<file path="src/rtl/mem_port_arbiter.sv">
//------------------------------------------------------------------------------
// mem_port_arbiter
//   Shares one memory port between instruction fetch and load/store traffic.
//   Revision: 1.0
//------------------------------------------------------------------------------
`default_nettype none

module mem_port_arbiter #(
  parameter int ADDR_W       = 32,
  parameter int DATA_W       = 32,
  parameter int MAX_D_STREAK = 4,
  parameter int TIMEOUT      = 255
) (
  input  logic              clk,
  input  logic              reset_n,
  input  logic              i_req,
  input  logic [ADDR_W-1:0] i_addr,
  output logic              i_ack,
  output logic [DATA_W-1:0] i_rdata,
  input  logic              d_req,
  input  logic              d_we,
  input  logic [ADDR_W-1:0] d_addr,
  input  logic [DATA_W-1:0] d_wdata,
  output logic              d_ack,
  output logic [DATA_W-1:0] d_rdata,
  output logic              mem_req,
  output logic              mem_we,
  output logic [ADDR_W-1:0] mem_addr,
  output logic [DATA_W-1:0] mem_wdata,
  input  logic [DATA_W-1:0] mem_rdata,
  input  logic              mem_ready,
  output logic              busy,
  output logic              timeout_err
);

  localparam int c_SW = $clog2(MAX_D_STREAK + 1);
  localparam int c_TW = $clog2(TIMEOUT + 2);
  localparam logic [c_SW-1:0] c_SMAX = c_SW'(MAX_D_STREAK);
  localparam logic [c_TW-1:0] c_TLIM = c_TW'((TIMEOUT == 0) ? 0 : TIMEOUT - 1);

  localparam logic [1:0] c_IDLE  = 2'd0;
  localparam logic [1:0] c_ISSUE = 2'd1;
  localparam logic [1:0] c_DONE  = 2'd2;

  logic [1:0]        r_state;
  logic [1:0]        w_next_state;
  logic              r_sel_d;
  logic [ADDR_W-1:0] r_addr;
  logic              r_we;
  logic [DATA_W-1:0] r_wdata;
  logic [DATA_W-1:0] r_i_rdata;
  logic [DATA_W-1:0] r_d_rdata;
  logic [c_SW-1:0]   r_streak;
  logic [c_TW-1:0]   r_tcnt;
  logic              r_timeout_err;
  logic              w_any_req;
  logic              w_grant_d;
  logic              w_timeout;

  assign w_any_req = i_req | d_req;
  // Data wins a collision until it has starved a waiting fetch for MAX_D_STREAK grants.
  assign w_grant_d = d_req & ~(i_req & (r_streak == c_SMAX));
  assign w_timeout = (TIMEOUT != 0) && (r_tcnt == c_TLIM);

  always_ff @(posedge clk or negedge reset_n) begin
    if (!reset_n) begin
      r_state <= c_IDLE;
    end else begin
      r_state <= w_next_state;
    end
  end

  always_comb begin
    w_next_state = r_state;
    case (r_state)
      c_IDLE:  if (w_any_req) w_next_state = c_ISSUE;
      c_ISSUE: if (mem_ready || w_timeout) w_next_state = c_DONE;
      c_DONE:  w_next_state = c_IDLE;
      default: w_next_state = c_IDLE;
    endcase
  end

  always_ff @(posedge clk or negedge reset_n) begin
    if (!reset_n) begin
      r_sel_d       <= 1'b0;
      r_addr        <= '0;
      r_we          <= 1'b0;
      r_wdata       <= '0;
      r_i_rdata     <= '0;
      r_d_rdata     <= '0;
      r_streak      <= '0;
      r_tcnt        <= '0;
      r_timeout_err <= 1'b0;
    end else begin
      case (r_state)
        c_IDLE: begin
          if (w_any_req) begin
            r_sel_d <= w_grant_d;
            if (w_grant_d) begin
              r_addr  <= d_addr;
              r_we    <= d_we;
              r_wdata <= d_wdata;
              if (!i_req) begin
                r_streak <= '0;
              end else if (r_streak != c_SMAX) begin
                r_streak <= r_streak + c_SW'(1);
              end
            end else begin
              r_addr   <= i_addr;
              r_we     <= 1'b0;
              r_wdata  <= '0;
              r_streak <= '0;
            end
          end
        end
        c_ISSUE: begin
          if (mem_ready) begin
            if (r_sel_d) r_d_rdata <= mem_rdata;
            else         r_i_rdata <= mem_rdata;
          end else if (w_timeout) begin
            if (r_sel_d) r_d_rdata <= '0;
            else         r_i_rdata <= '0;
            r_timeout_err <= 1'b1;
          end else begin
            r_tcnt <= r_tcnt + c_TW'(1);
          end
        end
        c_DONE: begin
          r_tcnt <= '0;
        end
        default: begin
          r_tcnt <= '0;
        end
      endcase
    end
  end

  always_comb begin
    mem_req   = 1'b0;
    mem_we    = 1'b0;
    mem_addr  = '0;
    mem_wdata = '0;
    i_ack     = 1'b0;
    d_ack     = 1'b0;
    busy      = (r_state != c_IDLE);
    case (r_state)
      c_ISSUE: begin
        mem_req   = 1'b1;
        mem_we    = r_we;
        mem_addr  = r_addr;
        mem_wdata = r_wdata;
      end
      c_DONE: begin
        i_ack = ~r_sel_d;
        d_ack = r_sel_d;
      end
      default: begin
        mem_req = 1'b0;
      end
    endcase
  end

  assign i_rdata     = r_i_rdata;
  assign d_rdata     = r_d_rdata;
  assign timeout_err = r_timeout_err;

endmodule

`default_nettype wire

</file>
<file path="config.mk">
export PLATFORM = sky130hd
export DESIGN_NAME = mem_port_arbiter
export DESIGN_NICKNAME = d
export VERILOG_FILES = /design/src/rtl/mem_port_arbiter.sv
export SDC_FILE = /design/constraint.sdc
export NUM_CORES = 1
export LEC_CHECK = 0
export CAP_MARGIN = 20
export CORE_AREA = 4 4 133 135
export CTS_BUF_LIST = sky130_fd_sc_hd__clkbuf_4 sky130_fd_sc_hd__clkbuf_8 sky130_fd_sc_hd__clkbuf_16
export CTS_CLUSTER_SIZE = 8
export DETAILED_ROUTE_END_ITERATION = 7
export DIE_AREA = 0 0 137 139
export HOLD_SLACK_MARGIN = 0.15
export PLACE_DENSITY = 0.73
export REMOVE_ABC_BUFFERS = 1
export SYNTH_ARGS = -nofsm -noshare
export SYNTH_HDL_FRONTEND = slang
export SYNTH_SLANG_ARGS = --single-unit
</file>
<file path="constraint.sdc">
create_clock -name clk -period 1.8 [get_ports clk]
set_clock_uncertainty 0.05 [all_clocks]
set_input_delay 0.18 -clock clk [delete_from_list [all_inputs] [get_ports clk]]
set_output_delay 0.18 -clock clk [all_outputs]
set_load 0.02 [all_outputs]
</file>
==> impl_metrics.csv, run 1 <==
group,metric,value,unit
worst_setup_path,max_stage_delay,0.39,ns
synthesis,synth-seq-cells,145,
synthesis,async_reset_ff_share,100,%
worst_setup_path,critPathSlowestCell,"dfrtp_1",
cts,htreeDepth,4,
pwr,seqPwrFrac,31.2,%
cells_and_area,final_nets,955,
cts,cts_tree,"built",
floorplanning,fp-row-count,47,
worst_setup_path,critPathRequiredTime,1.57,ns
pwr,internal_power,0.0113,W
floorplanning,die_x,137,um
synthesis,synth_edf_count,0,
pwr,clkPwrFrac,19.4,%
cells_and_area,antenna_cells,0,
route,postRouteAntennaNets,0,
synthesis,syn_area_per_cell,11.9,um^2
pwr,share_comb_of_total_power,49.4,%
timing,rsz0062_at_grt,"true",
floorplanning,die_area,19000,um^2
floorplanning,die_h,139,um
place,port_buffers,267,
grt,antenna_found_initial,0,
cts,cts.path.max_buffers,2,
pwr,p_switching,0.00642,W
cells_and_area,areaGrowthSynthToFinish,66.2,%
timing,fin_tns_setup,-0.684,ns
route,drt_iter0_markers,179,
cells_and_area,regArea,3630,um^2
flow_run,maxCapViolCount,0,
cells_and_area,multiInputGateArea,2500,um^2
cells_and_area,fillerInstances,1286,
timing,timing.final.ws_setup,-0.0472,ns
place,dp_cells,997,
worst_setup_path,crit_chain,"buf_6, nand2b_4, inv_6, buf_12, clkbuf_16, and2_4, buf_6",
pwr,leakage,4.83,nW
timing,finalHoldViolations,0,
worst_setup_path,arrival,1.62,ns
grt,grt_use_total,20.0,%
grt,grt_pass1_vias,5581,
grt,grt_max_degree,91,
cells_and_area,post_route_cells_drive_above_1_share,24.2,%
cells_and_area,fin_cells,1049,
pwr,irDropWorstVdd,799,uV
worst_setup_path,crit_top_cell,"buf_6",
synthesis,synth_ff_type,"dfrtp_1",
route,vias_per_cell,5.10,
route,drt_wl_total,19300,um
timing,final_max_slew_viol_count,0,
route,drt_first_pass_iters,5,
cts,clock-sinks,145,
floorplanning,start_util,37.8,%
timing,tightest_slew,0.448,ns
run_status,status,"complete, but fails checks",
grt,grt_pass1_wl,29800,um
timing,period_share,103,%
synthesis,ys_warn_count,0,
route,vias,5345,
worst_setup_path,cp-end-kind,"output pin",
place,hpwl,13000,um
pwr,powerDensity,1710,nW/um^2
synthesis,synth_area,6220,um^2
cts,clkLatencyLatePin,0.41,ns
cts,cts-buffers-inserted,17,
hold_path,hp-class,"in2async",
cts,clockRootBuffer,"clkbuf_16",
synthesis,synth_cells,523,
synthesis,synth.distinct_cells,40,
worst_setup_path,r2r_slack,-0.03,ns
worst_setup_path,worst-path-max-fanout,5,
worst_setup_path,worst-setup-path-type,"reg2out",
route,drc,0,
cts,cts.clk_slew.worst_paths,0.06,ns
floorplanning,core,16500,um^2
floorplanning,io_pins,268,
run_status,violations,"negative setup slack",
timing,maxSlewHeadroom,70.1,%
pwr,swShare,36.2,%
synthesis,yosysSeqAreaShare,58.4,%
grt,grt_overflow,0,
timing,fin_crit,1.85,ns
timing,setup_violations,33,
route,wl_per_cell,18.4,um
timing,max_freq,541,MHz
worst_setup_path,setup.worst_path.start_class,"flip-flop",
place,routabilityCongestion,0.830,
area by class of cell:
class	count	share of cell area (%)
Sequential cell	145	35.1
Timing Repair Buffer	316	32.1
Multi-Input combinational cell	329	24.2
Clock buffer	19	4.32
Tap cell	220	2.66
Clock inverter	12	1.30
Inverter	8	0.339
synth_stat cells, drive strengths merged, types with 2 or more instances:
cell,number,area (um^2)
mux2i,35,350
inv,8,30.0
buf,28,171
nand2,37,139
nor2b,2,12.5
dfrtp,145,3630
nand4,2,12.5
nand2b,2,15.0
or3,2,12.5
a21oi,4,20.0
nand3,5,25.0
and3b,2,17.5
nor2,9,36.3
and2,67,419
o31ai,2,15.0
a22o,97,850
a21o,2,15.0
a31oi,2,12.5
o21ai,40,211
and3,4,30.0
ha,4,50.1
clkbuf,14,52.6
flip-flops by register name (all words and copies together) (netlist names):
name and cells:
r_sel_d 1, r_state 2, r_wdata 32, timeout_err 1, r_addr 32, r_streak 3
r_tcnt 9, r_we 1, d_rdata 32, i_rdata 32
cells by family (layout without fill, tap and decap cells):
| group | Yosys count | count (layout) | share of synthesized area, % |
|---|---|---|---|
| muxes | 36 | 36 | 5.82 |
| xor gates and xnor gates | 1 | 1 | 0.141 |
| and+or+nand+nor | 137 | 137 | 12.2 |
| DFF | 145 | 145 | 58.4 |
| adders and majority gates | 4 | 4 | 0.805 |
| buffers and inverters | 50 | 355 | 4.09 |
| AOI/OAI and AO/OA | 150 | 151 | 18.6 |
final timing paths:
check                           start            end  cells past startpoint
setup / recovery           r_state[0]  mem_wdata[12]                      7
min in group clk           d_wdata[2]     r_wdata[2]                      2
hold reg to reg            r_addr[13]     r_addr[13]                      2
setup reg to reg            r_tcnt[0]      r_tcnt[5]                      8
hold / removal                reset_n    i_rdata[29]                      2
max in group asynchronous     reset_n    r_wdata[20]                      3
stage by stage:
stage               setup slack, ns  total power [W]  hold slack, ns  cell area, um^2  util [%]
floorplan                     -4.05          0.00914          -0.166             5990         -
global placement             -0.159           0.0132          0.0962             9300      56.5
detailed placement           -0.239           0.0134          0.0933             9300      56.5
CTS                          -0.105           0.0174           0.226            10100      61.4
global route                 -0.114           0.0187           0.256            10300      62.8
finish                      -0.0472           0.0177           0.229            10300      62.8
worst max-delay path: cells and delay by family, from the launching register on:
| family | cells | cell delay (ns) |
|---|---|---|
| flip-flops | 1 | 0.39 |
| buffers and inverters | 5 | 0.58 |
| AND/OR/NAND/NOR | 2 | 0.22 |
power by group through the flow:
stage / clock (W) / combinational [W] / sequential (W)
global placement: 0 / 0.00772 / 0.00547
floorplan: 0 / 0.00297 / 0.00618
finish: 0.00344 / 0.00874 / 0.00552
CTS: 0.00353 / 0.00841 / 0.00549
global route: 0.00369 / 0.00936 / 0.00569
detailed placement: 0 / 0.00787 / 0.00550
layout by cell type, fill, tap and decap left out, drive strengths merged, types with 4 or more instances in the layout:
cell,Yosys,layout
and3,4,4
buf,28,112
clkdlybuf4s50,0,197
inv,8,10
ha,4,4
nand2,37,37
clkinv,0,6
clkbuf,14,25
mux2i,35,35
nand3,5,5
a21oi,4,4
o21ai,40,41
dfrtp,145,145
a22o,97,97
nor2,9,9
and2,67,67
layer usage:
metal / GRT usage, % / vias up / part of all wire [%]
li1: - / 2473 / -
met5: 0 / - / 0
met1: 25.0 / 2568 / 40
met4: 6.78 / 0 / 1.7
met2: 32.9 / 276 / 48
met3: 6.06 / 28 / 9.8
repair_timing:
item	CTS	global route
endpoints found under the setup margin	134	136
buffers inserted	11	4
gates resized for setup	360	80
cloned	6	2
hold endpoints to repair	145	0
hold buffers	1	0
pin swaps	17	16
(Power assumes the default switching activity.)
==> run 2: changes to the inputs <==
--- a/config.mk
+++ b/config.mk
@@ -11,9 +11,11 @@
 export CTS_CLUSTER_SIZE = 8
 export DETAILED_ROUTE_END_ITERATION = 7
 export DIE_AREA = 0 0 137 139
+export GPL_TIMING_DRIVEN = 0
 export HOLD_SLACK_MARGIN = 0.15
 export PLACE_DENSITY = 0.73
 export REMOVE_ABC_BUFFERS = 1
+export SLEW_MARGIN = 20
 export SYNTH_ARGS = -nofsm -noshare
 export SYNTH_HDL_FRONTEND = slang
 export SYNTH_SLANG_ARGS = --single-unit
==> impl_metrics.csv, run 2 (same netlist as run 1, synthesis figures left out) <==
group,metric,value,unit
floorplanning,core,16500,um^2
cells_and_area,fin_cells,1063,
worst_setup_path,cp-end-kind,"output pin",
grt,grt_use_total,20.4,%
timing,finalHoldViolations,0,
cts,clock-sinks,145,
timing,period_share,105,%
cells_and_area,layout.cells.most_common,"clkdlybuf4s50_1",
cells_and_area,post_route_cells_drive_above_1_share,26.7,%
cells_and_area,areaGrowthSynthToFinish,70.6,%
timing,max_freq,532,MHz
pwr,leakage,4.93,nW
timing,final_max_slew_viol_count,0,
cts,cts.clk_slew.worst_paths,0.06,ns
floorplanning,die_x,137,um
worst_setup_path,crit-reg2reg-launch,"r_tcnt[0]",
hold_path,hp-class,"in2async",
floorplanning,die_h,139,um
route,vias_per_cell,5.12,
cts,cts_tree,"built",
worst_setup_path,r2r_slack,-0.06,ns
grt,grt_pass1_wl,30100,um
flow_run,maxCapViolCount,0,
cts,clkLatencyLatePin,0.41,ns
timing,rsz0062_at_grt,"true",
place,port_buffers,267,
grt,grt_overflow,0,
place,routabilityCongestion,0.819,
timing,fin_crit,1.88,ns
floorplanning,fp-row-count,47,
cts,clockRootBuffer,"clkbuf_16",
timing,fin_tns_setup,-3.41,ns
worst_setup_path,worst-path-max-fanout,8,
run_status,status,"complete, but fails checks",
grt,antenna_found_initial,0,
route,drc,0,
place,dp_cells,974,
cts,cts.path.max_buffers,2,
worst_setup_path,setup.worst_path.start_class,"flip-flop",
pwr,p_total,0.0186,W
cells_and_area,fin_area,10600,um^2
route,drt_wl_total,21100,um
grt,grt_pass1_vias,5482,
pwr,irDropWorstVdd,858,uV
place,placed_cell_area,9130,um^2
grt,grt_max_degree,84,
cells_and_area,final_nets,968,
route,vias,5441,
timing,timing.final.ws_setup,-0.0812,ns
place,hpwl,12400,um
run_status,violations,"negative setup slack",
worst_setup_path,critPathRequiredTime,1.57,ns
route,postRouteAntennaNets,0,
floorplanning,start_util,37.8,%
route,drt_first_pass_iters,4,
cells_and_area,mostFrequentLayoutCells,"clkdlybuf4s50_1 (196), dfrtp_1 (142), a22o_1 (97)",
cts,cts-buffers-inserted,17,
worst_setup_path,reg2reg_depth,8,
cells_and_area,antenna_cells,0,
timing,maxSlewHeadroom,51.6,%
worst_setup_path,arrival,1.65,ns
worst_setup_path,worst-setup-path-type,"reg2out",
route,drt_iter0_markers,200,
timing,tightest_slew,0.727,ns
floorplanning,die_area,19000,um^2
timing,setup_violations,80,
cts,htreeDepth,4,
pwr,powerDensity,1750,nW/um^2
route,wl_per_cell,19.9,um
floorplanning,io_pins,268,
worst_setup_path,worstReg2RegEnd,"d_rdata[8]",
place,pre_cts_slack,-0.993,ns
run 2: cell types whose count changed in the layout (fill, tap and decap cells not counted), moves of 6 or more:
cell / previous run / this run
and2_1: 35 / 28
and2_4: 32 / 40
buf_12: 14 / 8
buf_2: 14 / 0
buf_4: 23 / 29
buf_6: 57 / 68
run 2: final cells by class:
class	count	area [um^2]
clock buffer	20	454
fill	1239	5860
clock inverter	12	133
timing repair inverter	9	105
multi-input combinational	331	2560
inverter	8	56.3
timing repair buffer	318	3390
sequential	145	3630
tap	220	275
run 2: timing repair:
action                     4_1_cts  5_1_grt
buffers inserted                30       14
hold endpoints to repair       145        0
cloned                           7        7
pin swaps                       15       22
hold buffers                     1        0
resized for setup              415       74
setup endpoints to repair      173      160
run 2: worst max-delay path by stage:
stage / start / to / slack (ns) / cells past startpoint
floorplan: i_req / r_addr[0] / -4.05 / 2
global placement: i_req / r_addr[14] / -7.34 / 3
detailed placement: r_state[1] / d_rdata[5] / -0.99 / 4
CTS: r_state[0] / busy / -0.20 / 3
global route: r_state[1] / mem_addr[31] / -0.14 / 5
finish: r_state[0] / mem_wdata[7] / -0.08 / 5
run 2: power breakdown:
part	leakage (nW)	internal (W)	total (W)	switching, W
clock	0.284	0.00211	0.00348	0.00137
sequential	1.83	0.00467	0.00548	0.000812
combinational	2.82	0.00485	0.00959	0.00474
run 2: critical path: stages (launching register included):
cell	delay [ns]
dfrtp_2	0.44
nand2b_4	0.17
buf_12	0.24
inv_8	0.07
and2_1	0.17
buf_6	0.13
run 2: layer usage:
layer | GRT usage [%] | vias to the layer above | part of all wire [%]
li1 | - | 2494 | -
met1 | 24.3 | 2644 | 39
met2 | 33.2 | 266 | 48
met3 | 8.09 | 37 | 10
met4 | 7.35 | 0 | 2.7
met5 | 0 | - | 0
run 2: through the flow:
| step | hold WS [ns] | util (%) |
|---|---|---|
| after floorplan | -0.166 | - |
| after global placement | 0.397 | 54.3 |
| after detailed placement | 0.106 | 55.4 |
| after CTS | 0.254 | 62.2 |
| after global routing | 0.294 | 64.4 |
| final | 0.262 | 64.4 |
==> run 3: changes to the inputs <==
--- a/config.mk
+++ b/config.mk
@@ -12,9 +12,10 @@
 export DETAILED_ROUTE_END_ITERATION = 7
 export DIE_AREA = 0 0 137 139
 export GPL_TIMING_DRIVEN = 0
-export HOLD_SLACK_MARGIN = 0.15
+export HOLD_SLACK_MARGIN = 0.08
 export PLACE_DENSITY = 0.73
 export REMOVE_ABC_BUFFERS = 1
+export SKIP_CTS_REPAIR_TIMING = 1
 export SLEW_MARGIN = 20
 export SYNTH_ARGS = -nofsm -noshare
 export SYNTH_HDL_FRONTEND = slang
==> impl_metrics.csv, run 3 (same netlist as run 1, synthesis figures left out) <==
group,metric,value,unit
worst_setup_path,max_stage_delay,0.46,ns
pwr,leakage,4.94,nW
cts,cts.path.max_buffers,2,
worst_setup_path,setup.worst_path.start_class,"flip-flop",
cells_and_area,layout.cells.most_common,"clkdlybuf4s50_1",
worst_setup_path,r2r_slack,-0.12,ns
pwr,internal_power,0.0107,W
timing,final_max_slew_viol_count,0,
grt,grt_overflow,0,
worst_setup_path,worst-setup-path-type,"reg2out",
cells_and_area,mostFrequentLayoutCells,"clkdlybuf4s50_1 (196), dfrtp_1 (142), a22o_1 (97)",
pwr,clkPwrFrac,20.3,%
cells_and_area,post_route_cells_drive_above_1_share,16.8,%
pwr,seqPwrFrac,31.9,%
timing,finalHoldViolations,0,
floorplanning,fp-row-count,47,
timing,timing.final.ws_setup,-0.136,ns
worst_setup_path,crit-reg2reg-launch,"r_tcnt[0]",
route,drt_first_pass_iters,4,
worst_setup_path,path_depth,5,
grt,antenna_found_initial,0,
worst_setup_path,critPathLaunch,"r_state[0]",
cts,clkLatencyLatePin,0.41,ns
worst_setup_path,worstReg2RegEnd,"d_rdata[8]",
place,port_buffers,267,
floorplanning,die_area,19000,um^2
floorplanning,die_x,137,um
cts,htreeDepth,4,
cells_and_area,antenna_cells,0,
grt,grt_pass1_vias,5200,
worst_setup_path,crit_end,"mem_wdata[2]",
worst_setup_path,cp-end-kind,"output pin",
timing,period_share,108,%
worst_setup_path,arrival,1.71,ns
cells_and_area,fillerInstances,1289,
worst_setup_path,critPathSlowestCell,"dfrtp_2",
cts,cts.clk_slew.worst_paths,0.06,ns
pwr,powerDensity,1710,nW/um^2
grt,grt_pass1_wl,27200,um
route,drt_iter0_markers,221,
worst_setup_path,reg2reg_depth,8,
pwr,p_switching,0.00643,W
grt,grt_max_degree,84,
route,drt_wl_total,19600,um
grt,grt_use_total,18.1,%
worst_setup_path,crit_buf_inv,3,
timing,rsz0062_at_grt,"true",
floorplanning,start_util,37.8,%
cts,clockRootBuffer,"clkbuf_16",
cts,cts_tree,"built",
cts,clock-sinks,145,
cells_and_area,final_nets,941,
route,vias_per_cell,5.12,
floorplanning,core,16500,um^2
place,routabilityCongestion,0.819,
route,postRouteAntennaNets,0,
worst_setup_path,critPathRequiredTime,1.57,ns
timing,tightest_slew,0.717,ns
pwr,p_total,0.0171,W
timing,maxSlewHeadroom,52.1,%
floorplanning,die_h,139,um
route,drc,0,
cells_and_area,fin_cells,1036,
pwr,irDropWorstVdd,850,uV
pwr,swShare,37.6,%
pwr,share_comb_of_total_power,47.8,%
flow_run,maxCapViolCount,0,
timing,max_freq,517,MHz
place,hpwl,12400,um
timing,setup_violations,97,
worst_setup_path,crit_chain,"nand2b_4, buf_6, clkinv_8, and2_1, buf_2",
timing,fin_tns_setup,-8.37,ns
worst_setup_path,worst-path-max-fanout,18,
timing,fin_crit,1.94,ns
route,vias,5300,
run_status,violations,"negative setup slack",
worst_setup_path,crit_family,"flip-flops",
hold_path,hp-class,"in2async",
run_status,status,"complete, but fails checks",
place,dp_cells,974,
cells_and_area,areaGrowthSynthToFinish,61.0,%
cts,cts-buffers-inserted,17,
floorplanning,io_pins,268,
route,wl_per_cell,18.9,um
run 3: cell count changes in the layout (fill, tap and decap cells not counted), sizes merged:
cell,before,now
and3,4,5
buf,113,59
clkbuf,26,37
clkinv,6,8
dlygate4sd2,1,0
dlymetal6s2s,1,22
inv,18,11
run 3: worst min path at each step:
stage / to / cells past startpoint / startpoint
floorplan: d_rdata[0] / 0 / reset_n
global placement: timeout_err / 1 / timeout_err
detailed placement: i_rdata[20] / 1 / reset_n
CTS: d_rdata[20] / 1 / reset_n
global route: i_rdata[20] / 2 / reset_n
finish: i_rdata[19] / 2 / reset_n
run 3: cell type report:
| class | instances | area (um^2) | share of cell area (%) |
|---|---|---|---|
| Clock buffer | 20 | 454 | 4.54 |
| Clock inverter | 12 | 133 | 1.33 |
| Inverter | 8 | 42.5 | 0.425 |
| Multi-Input combinational cell | 332 | 2460 | 24.5 |
| Sequential cell | 145 | 3630 | 36.3 |
| Tap cell | 220 | 275 | 2.75 |
| Timing Repair Buffer | 295 | 2960 | 29.6 |
| Timing Repair inverter | 4 | 52.6 | 0.525 |
run 3: metrics by stage:
stage	utilization, %	hold slack [ns]	cell area (um^2)	setup WS, ns
6_report	60.8	0.260	10000	-0.136
5_1_grt	60.8	0.296	10000	-0.215
4_1_cts	59.0	-0.344	9720	-1.38
3_5_place_dp	55.4	0.106	9130	-0.993
3_3_place_gp	54.3	0.397	8940	-7.34
2_1_floorplan	-	-0.166	5990	-4.05
run 3: routing by layer:
metal | vias up | global-route usage (%) | share of wire, %
li1 | 2449 | - | -
met1 | 2594 | 22.2 | 40
met2 | 231 | 28.8 | 47
met3 | 26 | 7.22 | 10
met4 | 0 | 6.25 | 2.3
met5 | - | 0 | 0
run 3: power groups by stage:
stage / Combinational (W) / Sequential, W / Clock [W]
after floorplan: 0.00297 / 0.00618 / 0
after global placement: 0.00607 / 0.00523 / 0
after detailed placement: 0.00770 / 0.00550 / 0
after CTS: 0.00775 / 0.00547 / 0.00354
after global routing: 0.00878 / 0.00564 / 0.00369
final: 0.00817 / 0.00547 / 0.00347
==> edit 1 (flow settings as in run 3) <==
One comparison of `r_tcnt` changes from == to >=.
--- a/src/rtl/mem_port_arbiter.sv
+++ b/src/rtl/mem_port_arbiter.sv
@@ -62,3 +62,3 @@
   assign w_grant_d = d_req & ~(i_req & (r_streak == c_SMAX));
-  assign w_timeout = (TIMEOUT != 0) && (r_tcnt == c_TLIM);
+  assign w_timeout = (TIMEOUT != 0) && (r_tcnt >= c_TLIM);
 
Check against the original RTL: no difference found for any inputs over 4 cycles, from zero or initial values and one cycle with reset_n low; that may be too few to reach the edited logic, so the function may still have changed.
==> edit 1 against run 3 <==
Sequential power increased by 2%. The run still ends with negative setup slack left. Worst hold slack got worse by 0.021 ns. Critical endpoint is now mem_wdata[20]. Area after synthesis up 4.3%. Sequential share of layout area is 3.0 points lower. Power is 15% higher. Cell count rose by 12%. Largest cell class unchanged. Final area rose by 8.9%. Sequential cell count is the same. Setup slack lost 0.020 ns. Routed wire length is 15% higher.
==> edit 1: results (changes against run 3) <==
The flow ran to the end, but the final reports show violations. The checks that failed: negative setup slack. The number of filler instances in the final layout is 1312 (+1.8%). The max-slew headroom at the worst pin was 64.6% (+13 points); the number of standard cells after synthesis was 636 (+22%). The largest fanout on the critical path works out to 6 (-12).

The number of levels in the clock H-tree is 4 (unchanged), and the global router's overall resource usage is 19.7% (+1.6 points). The setup-violating endpoint count in the final report is 103 (+6.2%). The pin count of the biggest net entering global routing was 86 (+2.4%); the net count reported at finish was 1063 (+13%).

The tools report the placed wire-length estimate as 13.3 mm (+7.2%). The data arrival time of the critical path is 1.73 ns (+0.02 ns), and the number of iterations in the first detailed-routing pass is 5 (+1). The detailed-route vias per instance was 5.21 (+1.9%); the share of post-route cells with drive strength above 1 was 26.5% (+9.8 points). For the leakage power figure, the log shows 4.86 nW (-1.6%). In the synthesized netlist, the cells that appear most often are dfrtp_1 (145), nand2_1 (137), and2_1 (67), a32o_1 (64), nor2_1 (42).

The tools report the proportion of synthesized chip area in sequential cells as 55.9% (-2.4 points). The distinct cell type count after synthesis came out at 43 (+7.5%). The number of clock buffers inserted by TritonCTS is 17 (unchanged), and the number of cells in the finished layout apart from fillers is 1158 (+12%). Count of routing violations after the opening detailed-route iteration: 266 (+20%).

Among cell families on the critical path, the largest total delay comes from buffers and inverters. The setup TNS after final layout was -6.10 ns (+2.27 ns). For the count of synthesis-stage warnings from yosys, the log shows 0 (unchanged). The total wire length after detailed routing is 22.5 mm (+15%), and the maximum vdd drop is 0.900 mV (+5.8%). The worst setup margin was -0.156 ns (-0.0202 ns); the final weighted congestion in routability-driven placement was 0.787 (-3.8%). The number of global-route vias before repair was 5556 (+6.8%). The tools report the placed cell count as 1073 (+10%).
-- edit 1: power breakdown --
part / internal, W / total, W / leakage [nW] / switching, W
clock network: 0.00180 / 0.00332 / 0.261 / 0.00152
logic: 0.00533 / 0.0107 / 2.79 / 0.00538
registers: 0.00474 / 0.00559 / 1.80 / 0.000857
-- edit 1: worst register-to-register path, stage by stage (launching register included) --
cell and delay (ns):
dfrtp_1 0.40, inv_2 0.09, ha_4 0.15, o211ai_4 0.13
o21ai_4 0.32, buf_6 0.15, buf_12 0.13, nand2_8 0.12
a32o_1 0.23
-- edit 1: per-stage QoR --
stage	worst slack [ns]	total power, W	cell area [um^2]
after floorplan	-0.847	0.00969	6160
after global placement	-5.55	0.0135	9110
after detailed placement	-1.55	0.0139	9250
after CTS	-1.56	0.0172	9800
after global routing	-0.209	0.0207	10900
final	-0.156	0.0196	10900
-- edit 1: cell families after synthesis --
group / count (synthesis) / share of synthesized area (%)
AO/OA/AOI/OAI: 118 / 15.2
adder cells (fa/ha/maj): 4 / 0.771
buffers and inverters: 63 / 5.46
XOR/XNOR: 1 / 0.135
flip-flops: 145 / 55.9
multiplexers: 1 / 0.174
AND/OR/NAND/NOR: 304 / 22.3
-- edit 1: worst paths after layout --
path                                   from            end  slack, ns  cells after the start
worst min-delay path                reset_n     d_rdata[3]       0.24                      2
worst max-delay path             r_state[1]  mem_wdata[20]      -0.16                      6
worst min register to register  r_wdata[10]    r_wdata[10]       0.41                      2
min in group clk                d_wdata[20]    r_wdata[20]       0.25                      3
max in group asynchronous           reset_n    r_wdata[28]       0.66                      3
worst max register to register    r_tcnt[0]    d_rdata[16]      -0.08                      8
-- edit 1: routing by layer --
| metal | wire (um) | up-vias | track usage [%] |
|---|---|---|---|
| met1 | 8490 | 2938 | 23.5 |
| met4 | 304 | 0 | 5.41 |
| met3 | 2310 | 22 | 8.74 |
| met5 | 0 | - | 0 |
| li1 | - | 2821 | - |
| met2 | 11400 | 254 | 32.4 |
-- edit 1: layout make-up --
class | instances | area share [%]
Timing Repair inverter | 11 | 1.75
Clock inverter | 15 | 1.14
Tap cell | 220 | 2.53
Multi-Input combinational cell | 433 | 26.3
Sequential cell | 145 | 33.3
Timing Repair Buffer | 310 | 30.5
Clock buffer | 17 | 3.90
Inverter | 7 | 0.482
==> edit 2 (flow settings as in run 3) <==
Without the edit above. Set the parameter `TIMEOUT` to 510 (it was 255).
--- a/src/rtl/mem_port_arbiter.sv
+++ b/src/rtl/mem_port_arbiter.sv
@@ -11,3 +11,3 @@
   parameter int MAX_D_STREAK = 4,
-  parameter int TIMEOUT      = 255
+  parameter int TIMEOUT      = 510
 ) (
Check against the original RTL: no difference found for any inputs over 4 cycles, from zero or initial values and one cycle with reset_n low; that may be too few to reach the edited logic, so the function may still have changed.
==> edit 2 against run 3 <==
Final area rose by 7.2%. The run still ends with negative setup slack left. Largest cell class unchanged. Setup slack improved by 0.041 ns. Power rose by 15%. Register-to-register slack improved by 0.13 ns. Routed wire length rose by 12%. Area after synthesis rose by 2.2%. Non-clock buffer count rose by 11. Critical endpoint is now mem_wdata[25]. Sequential cell count did not move.
==> edit 2: results (changes against run 3) <==
In this run the worst setup path begins at r_state[1]. The distinct cell type count after synthesis was 43 (+7.5%); the worst slack after detailed placement was -1.39 ns (-0.400 ns). The cell at the root of the clock tree is clkbuf_16.

The share of post-route cells with drive strength above 1 was 28.5% (+12 points); the final weighted congestion in routability-driven placement was 0.812 (-0.82%). The class of the worst hold path was in -> async. The clock slew seen by the registers of the worst setup and hold paths is 0.06 ns (about the same), and the largest fanout on the critical path is 7 (-11). Net count reported at finish: 957 (+1.7%).

The logs give 0.843 mV (-0.91%) for the maximum vdd drop and 29.1 mm (+7.2%) for the wire length of the first global-routing pass. The leakage power figure was 4.85 nW (-1.7%). The critical path endpoint was mem_wdata[25]. The tools report the endpoint of the worst-slack reg-to-reg timing path as d_rdata[30]. For the count of antenna diodes in the layout, the log shows 0 (unchanged). The run gives 0 (unchanged) as the count of synthesis-stage warnings from yosys.

The run gives 0 (unchanged) as the number of antenna-violating nets in the routed design. For the total wire length after detailed routing, the log shows 21.9 mm (+12%). The logs give -0.0951 ns (+0.0409 ns) for the worst setup margin and 0 (unchanged) for the number of antenna violations at the first check in global routing. The setup-violating endpoint count in the final report was 56 (-42%). The setup slack of the worst register-to-register path is 0.01 ns (+0.13 ns), and the share of async-settable or async-resettable flops after synthesis is 100% (unchanged).

Buffer levels on the longest clock path: 2 (unchanged). The number of global-route vias before repair was 5342 (+2.7%); the detailed-route via count was 5627 (+6.2%). The slew at the pin closest to its max-slew limit works out to 0.586 ns (-0.132 ns). The run gives 0.41 ns (about the same) as the clock insertion delay at the later pin of the skew report.

The global router's overall resource usage is 19.4% (+1.3 points), and the number of iterations in the first detailed-routing pass is 5 (+1). The number of levels in the clock H-tree is 4 (unchanged), and the depth of the most critical reg-to-reg path is 7 (-1). The flow ran to the end, but the final reports show violations. The number of clock buffers inserted by TritonCTS was 17 (unchanged).

The run gives 0 (unchanged) as the count of final hold-check violations. The logs give 13.5 mm (+9.3%) for the placed wire-length estimate and 57.1% (-1.3 points) for the proportion of synthesized chip area in sequential cells. The count of routing violations after the opening detailed-route iteration was 204 (-7.7%). The worst register-to-register path begins at r_tcnt[1].

Counting instances in the post-synthesis netlist gives the leading cell types as dfrtp_1 (145), and2_1 (67), a32o_1 (65), nand2_1 (39), o21ai_1 (34). The pin count of the biggest net entering global routing was 78 (-7.1%); the quantity of I/O buffers inserted on ports was 267 (unchanged). The final reports fail on negative setup slack.

After synthesis, the cell types taking the most area are dfrtp_1 (57%), a32o_1 (10%), and2_1 (6.6%).
edit 2: cell count changes in the layout (fill, tap and decap cells not counted), moves of 7 or more:
| cell | change |
|---|---|
| clkbuf_2 | -8 |
| and2_4 | +59 |
| buf_4 | -8 |
| buf_2 | -15 |
| buf_6 | +63 |
| clkbuf_4 | -9 |
| dlymetal6s2s_1 | -19 |
| a32o_1 | +64 |
| buf_12 | +7 |
| o21ai_0 | -35 |
| and2_1 | -60 |
| o21ai_1 | +32 |
| a22o_1 | -64 |
edit 2: worst max-delay path, stage by stage, from the launching register on:
cell and delay, ns:
dfrtp_2 0.41, nand2b_4 0.22, buf_12 0.18, buf_12 0.13, inv_8 0.06, and2_4 0.14
buf_6 0.11
edit 2: how the worst min path moves through the flow:
stage / start / to / slack [ns] / cells past startpoint
after floorplan: reset_n / d_rdata[0] / -0.17 / 0
after global placement: r_addr[0] / r_addr[0] / 0.41 / 2
after detailed placement: reset_n / i_rdata[12] / 0.12 / 1
after CTS: reset_n / i_rdata[12] / -0.34 / 1
after global routing: mem_ready / d_rdata[11] / 0.26 / 2
final: reset_n / i_rdata[12] / 0.25 / 2
edit 2: layout make-up:
| type | instances | area, um^2 |
|---|---|---|
| flip-flops and latches | 145 | 3630 |
| fillers | 1222 | 5730 |
| well taps | 220 | 275 |
| inverters | 5 | 31.3 |
| clock inverters | 13 | 149 |
| clock buffers | 19 | 453 |
| repair inverters | 11 | 158 |
| repair buffers | 306 | 3290 |
| multi-input cells | 333 | 2740 |
edit 2: where the power goes:
part | switching (W) | total (W) | internal [W]
logic | 0.00506 | 0.0103 | 0.00529
registers | 0.000950 | 0.00568 | 0.00473
clock network | 0.00145 | 0.00359 | 0.00214
edit 2: cell families after synthesis:
family / share of synthesized area [%]
fa+ha+maj: 0.787
flops: 57.1
buf+inv: 4.31
compound gates: 19.7
mux: 5.22
simple gates: 12.4
xor+xnor: 0.413
edit 2: layer usage:
metal,vias up,global-route usage (%),routed length (um)
met4,0,6.99,532
met2,310,29.9,10600
met5,-,0,0
met1,2728,24.6,8520
li1,2556,-,-
met3,33,7.80,2290
edit 2: metrics by stage:
| step | TNS (ns) | instance area, um^2 | power [W] | std cells | hold slack, ns |
|---|---|---|---|---|---|
| 3_5_place_dp | -132.88 | 9240 | 0.0137 | 972 | 0.115 |
| 4_1_cts | -156.55 | 9840 | 0.0174 | 1004 | -0.337 |
| 6_report | -2.67 | 10700 | 0.0196 | 1052 | 0.251 |
| 5_1_grt | -7.40 | 10700 | 0.0206 | 1052 | 0.262 |
| 3_3_place_gp | -1206.67 | 9050 | 0.0121 | 965 | 0.406 |
| 2_1_floorplan | -182.53 | 6100 | 0.00952 | 478 | -0.166 |
